<file path="src/rtl/serial_frame_pkg.sv">
// Shared types and helpers for the serial frame controller.
package serial_frame_pkg;

    // Frame sequencing states, in link order.
    typedef enum logic [2:0] {
        StIdle,
        StLoad,
        StStart,
        StWrLo,
        StWrHi,
        StRdLo,
        StRdHi,
        StEnd
    } sfc_state_e;

    // Cycles from the start-sampling edge to the done cycle, inclusive.
    function automatic int unsigned frame_cycles(input int unsigned cmd_bits,
                                                 input int unsigned data_bits,
                                                 input int unsigned half_cyc,
                                                 input int unsigned gap_cycles);
        return 2 + 2 * half_cyc * (cmd_bits + data_bits) + gap_cycles;
    endfunction

    function automatic logic is_wr(input sfc_state_e s);
        return (s == StWrLo) || (s == StWrHi);
    endfunction

    function automatic logic is_rd(input sfc_state_e s);
        return (s == StRdLo) || (s == StRdHi);
    endfunction

endpackage

</file>
<file path="src/rtl/sfc_phase_timer.sv">
// Phase, bit and gap counters for the serial frame controller.
// Counters are driven by the current and next FSM state so that the top can
// register its strobes one cycle ahead and keep every output flop-driven.
module sfc_phase_timer
    import serial_frame_pkg::*;
#(
    parameter int unsigned CMD_BITS   = 7,
    parameter int unsigned DATA_BITS  = 10,
    parameter int unsigned HALF_CYC   = 1,
    parameter int unsigned GAP_CYCLES = 4
) (
    input  logic       clk,
    input  logic       rst_n,
    input  sfc_state_e cur_state,
    input  sfc_state_e nxt_state,
    output logic       phase_last,
    output logic       bit_last,
    output logic       phase_last_nxt
);

    localparam int unsigned MaxBits = (CMD_BITS > DATA_BITS) ? CMD_BITS : DATA_BITS;
    localparam int unsigned BitW    = $clog2(MaxBits + 1);
    localparam int unsigned PhW     = ($clog2(HALF_CYC) > 1) ? $clog2(HALF_CYC) : 1;
    localparam int unsigned GapW    = $clog2(GAP_CYCLES + 1);

    localparam logic [PhW-1:0]  PhLast   = PhW'(HALF_CYC - 1);
    localparam logic [GapW-1:0] GapLast  = GapW'(GAP_CYCLES - 1);
    localparam logic [BitW-1:0] CmdLast  = BitW'(CMD_BITS - 1);
    localparam logic [BitW-1:0] DataLast = BitW'(DATA_BITS - 1);

    logic [PhW-1:0]  ph_q, ph_d;
    logic [GapW-1:0] gap_q, gap_d;
    logic [BitW-1:0] bit_q, bit_d;

    // Next counter values: count while staying in a timed state, wrap to 0 on exit.
    always_comb begin
        ph_d  = '0;
        gap_d = '0;
        bit_d = '0;
        if ((is_wr(nxt_state) || is_rd(nxt_state)) && (nxt_state == cur_state)) begin
            ph_d = ph_q + 1'b1;
        end
        if ((nxt_state == StEnd) && (cur_state == StEnd)) begin
            gap_d = gap_q + 1'b1;
        end
        if (((cur_state == StWrHi) && (nxt_state == StWrLo)) ||
            ((cur_state == StRdHi) && (nxt_state == StRdLo))) begin
            bit_d = bit_q + 1'b1;
        end else if ((is_wr(cur_state) && is_wr(nxt_state)) ||
                     (is_rd(cur_state) && is_rd(nxt_state))) begin
            bit_d = bit_q;
        end
    end

    // Counter registers.
    always_ff @(posedge clk or negedge rst_n) begin
        if (!rst_n) begin
            ph_q  <= '0;
            gap_q <= '0;
            bit_q <= '0;
        end else begin
            ph_q  <= ph_d;
            gap_q <= gap_d;
            bit_q <= bit_d;
        end
    end

    // Last-cycle flags for the current cycle and for the upcoming cycle.
    always_comb begin
        phase_last     = 1'b0;
        phase_last_nxt = 1'b0;
        bit_last       = 1'b0;
        if (is_wr(cur_state) || is_rd(cur_state)) begin
            phase_last = (ph_q == PhLast);
        end else if (cur_state == StEnd) begin
            phase_last = (gap_q == GapLast);
        end
        if (is_wr(nxt_state) || is_rd(nxt_state)) begin
            phase_last_nxt = (ph_d == PhLast);
        end else if (nxt_state == StEnd) begin
            phase_last_nxt = (gap_d == GapLast);
        end
        if (is_wr(cur_state)) begin
            bit_last = (bit_q == CmdLast);
        end else if (is_rd(cur_state)) begin
            bit_last = (bit_q == DataLast);
        end
    end

endmodule

</file>
<file path="src/rtl/serial_frame_ctrl.sv">
// Master-side tclk/trst/dq frame controller: command write then data read.
// All outputs are registered from the next state, so each output reflects the
// state it belongs to in the same cycle without any combinational decode.
module serial_frame_ctrl
    import serial_frame_pkg::*;
#(
    parameter int unsigned CMD_BITS   = 7,
    parameter int unsigned DATA_BITS  = 10,
    parameter int unsigned HALF_CYC   = 1,
    parameter int unsigned GAP_CYCLES = 4
) (
    input  logic                 clk,
    input  logic                 rst_n,
    input  logic                 start,
    input  logic                 auto,
    input  logic                 abort,
    input  logic [CMD_BITS-1:0]  cmd,
    output logic                 ready,
    output logic                 done,
    output logic [DATA_BITS-1:0] rd_data,
    output logic                 tclk,
    output logic                 trst,
    output logic                 dq_out,
    output logic                 dq_en,
    input  logic                 dq_in,
    output logic                 sr_en
);

    sfc_state_e state_q, state_d;

    logic [CMD_BITS-1:0]  wr_q, wr_d;
    logic [DATA_BITS-1:0] rd_q, rd_d;

    logic phase_last;
    logic bit_last;
    logic phase_last_nxt;

    logic done_nxt;
    logic sr_en_nxt;

    sfc_phase_timer #(
        .CMD_BITS   (CMD_BITS),
        .DATA_BITS  (DATA_BITS),
        .HALF_CYC   (HALF_CYC),
        .GAP_CYCLES (GAP_CYCLES)
    ) u_timer (
        .clk            (clk),
        .rst_n          (rst_n),
        .cur_state      (state_q),
        .nxt_state      (state_d),
        .phase_last     (phase_last),
        .bit_last       (bit_last),
        .phase_last_nxt (phase_last_nxt)
    );

    // Next-state decode; abort overrides everything, start is only seen in
    // IDLE or the last END cycle.
    always_comb begin
        state_d = state_q;
        if (abort) begin
            state_d = StIdle;
        end else begin
            unique case (state_q)
                StIdle: begin
                    if (start || auto) state_d = StLoad;
                end
                StLoad:  state_d = StStart;
                StStart: state_d = StWrLo;
                StWrLo: begin
                    if (phase_last) state_d = StWrHi;
                end
                StWrHi: begin
                    if (phase_last) state_d = bit_last ? StRdLo : StWrLo;
                end
                StRdLo: begin
                    if (phase_last) state_d = StRdHi;
                end
                StRdHi: begin
                    if (phase_last) state_d = bit_last ? StEnd : StRdLo;
                end
                StEnd: begin
                    if (phase_last) state_d = (start || auto) ? StLoad : StIdle;
                end
                default: state_d = StIdle;
            endcase
        end
    end

    // Shift register next values: load in LOAD, shift on the strobe cycles.
    always_comb begin
        wr_d = wr_q;
        rd_d = rd_q;
        if (state_q == StLoad) begin
            wr_d = cmd;
        end else if ((state_q == StWrHi) && phase_last) begin
            wr_d = wr_q << 1;
        end
        if ((state_q == StRdLo) && phase_last) begin
            rd_d = (rd_q << 1) | DATA_BITS'(dq_in);
        end
    end

    // Strobes for the upcoming cycle; abort drives state_d to IDLE so it
    // suppresses done and rd_data capture automatically.
    always_comb begin
        done_nxt  = (state_d == StEnd) && phase_last_nxt;
        sr_en_nxt = ((state_d == StWrHi) || (state_d == StRdLo)) && phase_last_nxt;
    end

    // Shift register storage.
    always_ff @(posedge clk or negedge rst_n) begin
        if (!rst_n) begin
            wr_q <= '0;
            rd_q <= '0;
        end else begin
            wr_q <= wr_d;
            rd_q <= rd_d;
        end
    end

    // FSM state and registered link/handshake outputs.
    always_ff @(posedge clk or negedge rst_n) begin
        if (!rst_n) begin
            state_q <= StIdle;
            ready   <= 1'b1;
            tclk    <= 1'b1;
            trst    <= 1'b0;
            dq_out  <= 1'b0;
            dq_en   <= 1'b0;
            sr_en   <= 1'b0;
            done    <= 1'b0;
            rd_data <= '0;
        end else begin
            state_q <= state_d;
            ready   <= (state_d == StIdle);
            tclk    <= !((state_d == StWrLo) || (state_d == StRdLo));
            dq_en   <= is_wr(state_d);
            dq_out  <= is_wr(state_d) ? wr_d[CMD_BITS-1] : 1'b0;
            sr_en   <= sr_en_nxt;
            done    <= done_nxt;
            unique case (state_d)
                StIdle:  trst <= 1'b0;
                // LOAD keeps the previous level: low after IDLE, high when a
                // frame follows END back to back so the link is never reset.
                StLoad:  trst <= trst;
                default: trst <= 1'b1;
            endcase
            if (done_nxt) begin
                rd_data <= rd_q;
            end
        end
    end

endmodule

</file>
<file path="config.mk">
export PLATFORM = sky130hd
export DESIGN_NAME = serial_frame_ctrl
export DESIGN_NICKNAME = d
export VERILOG_FILES = /design/src/rtl/serial_frame_pkg.sv /design/src/rtl/sfc_phase_timer.sv /design/src/rtl/serial_frame_ctrl.sv
export SDC_FILE = /design/constraint.sdc
export NUM_CORES = 1
export LEC_CHECK = 0
export BUFFER_PORTS_ARGS = -buffer_cell sky130_fd_sc_hd__clkbuf_2
export CAP_MARGIN = 10
export CORE_UTILIZATION = 55
export DETAILED_ROUTE_END_ITERATION = 6
export PLACE_DENSITY_LB_ADDON = 0.08
export SLEW_MARGIN = 20
export SYNTH_ARGS = -nofsm -noshare
export SYNTH_HDL_FRONTEND = slang
export SYNTH_SLANG_ARGS = --single-unit
</file>
<file path="constraint.sdc">
create_clock -name clk -period 4.7 [get_ports clk]
set_clock_uncertainty 0.1 [all_clocks]
set_input_delay 0.94 -clock clk [delete_from_list [all_inputs] [get_ports clk]]
set_output_delay 0.94 -clock clk [all_outputs]
set_load 0.05 [all_outputs]
</file>
==> out/results.env <==
ROUTABILITYCONGESTION=0.840
ROUTED-VIA-COUNT=1462
ROUTED_WIRE_LENGTH_PER_INSTANCE_UM=15.1
MIN-DELAY-START='u_timer.gap_q[0]'
RSZ0062_AT_GRT='false'
CTS-ROOT-BUF='clkbuf_8'
STATUS='finished, final reports clean'
TRITONCTS='done'
ITERATION_0_DRC_MARKERS=101
CTS-ROOT-TO-SINK-BUFFERS=2
SYNTH.FF_LATCH_COUNT=45
SYNTH-XOR-AREA-SHARE_PCT=0.827
GR-TOTAL-OVERFLOW=0
YOSYS.AREA_SHARE.ADDER_PCT=2.95
PORTS_PLACED_ON_THE_BOUNDARY=30
PLACE_HPWL_MM=2.87
GRT_ANTENNA_BEFORE_REPAIR=0
LAYOUT.CELLS.MOST_COMMON_LIST='dfrtp_1, clkbuf_2, nand2_1, nor2_1, mux2_2'
TOTAL_LEAKAGE_POWER_nW=1.17
START_KIND='flop'
INITIAL_UTILIZATION_PCT=57.4
WORST-R2R-SETUP-SLACK_NS=1.86
SYNTH_TOP_FAMILY_BY_AREA='simple AND/OR/NAND/NOR gates'
NETS=231
TIMING.HOLD.WORST_PATH_DEPTH=1
SETUP.WORST_PATH.START='state_q[0]'
FINALWORSTPATHREQUIREDPERIOD_NS=2.84
MIN-DELAY-PATH-CLASS='flop to flop'
CP_ARRIVAL_NS=2.92
CTS_NUM_SINKS=45
FLOORPLAN.CORE_AREA_UM2=3690
FINALSETUPVIOLATIONS=0
FINISH.UTILIZATION_PCT=64.8
HORIZONTAL_EXTENT_OF_THE_DIE_UM=64.1
PLACEMENT.IO_BUFFERS=29
FINAL_HOLD_VIOL_COUNT=0
SYNTH_TOP_FLOP_CELL='dfrtp_1'
DRV_CAP=0
YOSYS_WARNINGS=0
CLOCK_INSERTION_DELAY_WORST_SKEW_NS=0.29
TOTAL_NEGATIVE_SETUP_SLACK_NS=0
GRT_START_MAX_NET_PINS=46
TIMING.FINAL.CRIT_SHARE_PCT=60.5
LAYOUT_SETUP_WS_NS=1.86
R2R_START='state_q[0]'
DRT.ANTENNA.VIOLATING_NETS=0
YOSYS-MUX-AREA-FRACTION_PCT=12.7
SINK_OF_THE_WORST_HOLD_PATH='u_timer.gap_q[0]'
CORE.ROWCOUNT=22
PLACE_WS_NS=1.88
HTREE_LEVELS=2
ANTENNA_CELLS=0
MAPPED_CELL_AREA_UM2=2120
SYNTH_EDF_COUNT=0
YOSYS.CELL_TYPES.COUNT=50
MOSTFREQUENTLAYOUTCELL='dfrtp_1'
TIMING.MAX_SLEW.REL_SLACK_PCT=36.8
FMAXACHIEVABLE_MHz=352
POWER_PER_CELL_AREA_nW_PER_UM2=317
POSTCTSSETUPREPAIRBUFS=0
DRC=0
WIRELENGTH_MM=3.95
CTS_INSERTED_BUFFERS=5
VIAS_PER_CELL=5.58
POSTCTSRESIZEDCELLS=0
SYNTH.AVG_CELL_AREA_UM2=11.5
LAYOUT-DRIVE-GT1-SHARE_PCT=29.0
SETUP.WORST_PATH.CLASS='flop to flop'
TIMING.CRITICAL_PATH.TO_TYPE='flop'
TIMING_WORST_SLEW_PIN_VALUE_NS=0.949
SYNTH-COMPOUND-AREA-SHARE_PCT=10.6
SYN-NUM-NETS=202
GRT_PASS1_VIAS=1462
PATH_MAX_FANOUT=15
DIE_AREA_UM2=4100
GLOBAL_ROUTE_WIRE_LENGTH_BEFORE_REPAIR_MM=7.07
SYN-INSTANCE-COUNT=184
SYNTH-SEQ-AREA-SHARE_PCT=53.3
REG2REGPATHDEPTH=6
VDD_DROP_MAX_V=0.000167
AREA_OVERHEAD_OF_THE_LAYOUT_RELATIVE_TO_SYNTHESIS_PCT=12.9
CRITPATHREQUIREDTIME_NS=4.78
TIMING.FINAL.MAX_SLEW_VIOLATIONS=0
ASYNCSETRESETFLOPFRACSYNTH_PCT=100
DIE_H_UM=64.1
POST_CTS_HOLD_BUFFER_COUNT=0
DETAIL_ROUTE.FIRST_PASS.ITERATIONS=4
CTS_CLOCK_PIN_SLEW_FOR_THE_WORST_SETUP_AND_HOLD_PATHS_NS=0.08
GR-USAGE-ALL-LAYERS_PCT=22.7
CRITICAL_PATH.REG2REG.ENDPOINT='rd_data[9]'
POST_SYNTH_SIMPLE_GATE_AREA_PCT=15.9
==> metrics by stage <==
step	power, mW	hold WS, ns	cell area, um^2	std cells
detailed placement	0.481	0.365	2280	254
finish	0.757	0.370	2390	262
CTS	0.764	0.377	2390	262
floorplan	0.458	0.322	2120	184
global placement	0.478	0.337	2280	254
global route	0.791	0.410	2390	262
==> where the power goes <==
part / leakage (nW) / internal [mW] / total, mW / switching, mW
sequential: 0.605 / 0.403 / 0.415 / 0.0118
combinational: 0.511 / 0.0200 / 0.0583 / 0.0384
clock: 0.0552 / 0.158 / 0.284 / 0.126
total: 1.17 / 0.581 / 0.757 / 0.177
==> layer usage <==
metal	routed length (um)	GRT usage (%)
met1	1900	32.4
met2	1810	34.8
met3	185	5.00
met4	54	6.82
met5	0	0
==> how the worst max path moves through the flow <==
stage | to | slack [ns] | cells after the start
2_1_floorplan | rd_data[0] | 2.28 | 9
3_3_place_gp | rd_data[9] | 2.00 | 7
3_5_place_dp | rd_data[9] | 1.88 | 7
4_1_cts | rd_data[9] | 1.86 | 6
5_1_grt | rd_data[9] | 1.75 | 7
6_report | rd_data[9] | 1.86 | 6
==> synth_stat cells (3+ instances only) <==
cell	number	share of area (%)
ha_1	5	3.0
buf_2	5	1.2
nand2_1	19	3.4
inv_1	7	1.2
mux2_4	9	6.4
nand3b_1	3	1.1
a21oi_1	6	1.4
nor3_1	6	1.4
o211ai_1	3	1.1
or3b_1	3	1.2
a22oi_1	5	1.8
o21ai_0	3	0.71
dfrtp_1	43	51
mux2_2	10	5.3
nor2_1	14	2.5
==> sequential cells by signal (all words and copies together) (netlist names), 3 cells and up <==
| name | count |
|---|---|
| rd_data | 10 |
| rd_q | 10 |
| state_q | 3 |
| u_timer.bit_q | 4 |
| u_timer.gap_q | 3 |
| wr_q | 7 |
==> layout make-up <==
| type | instances | area [um^2] |
|---|---|---|
| tap | 48 | 60.1 |
| clock buffer | 6 | 72.6 |
| multi-input combinational | 124 | 916 |
| clock inverter | 2 | 35.0 |
| fill | 296 | 1300 |
| sequential | 45 | 1130 |
| timing repair buffer | 30 | 153 |
| inverter | 7 | 26.3 |
==> kinds of logic after synthesis <==
family          after synthesis
compound gates               32
xor+xnor                      2
simple gates                 63
other cells                   1
buf+inv                      15
mux                          21
fa+ha+maj                     5
flops                        45
==> critical path, cell delays in order, from the launching register on <==
cell     delay, ns
dfrtp_1       0.55
and3_4        0.28
a22o_1        0.24
or2_1         0.32
nor3_2        0.21
and4b_1       0.65
mux2_1        0.39
(Power assumes the default switching activity.)
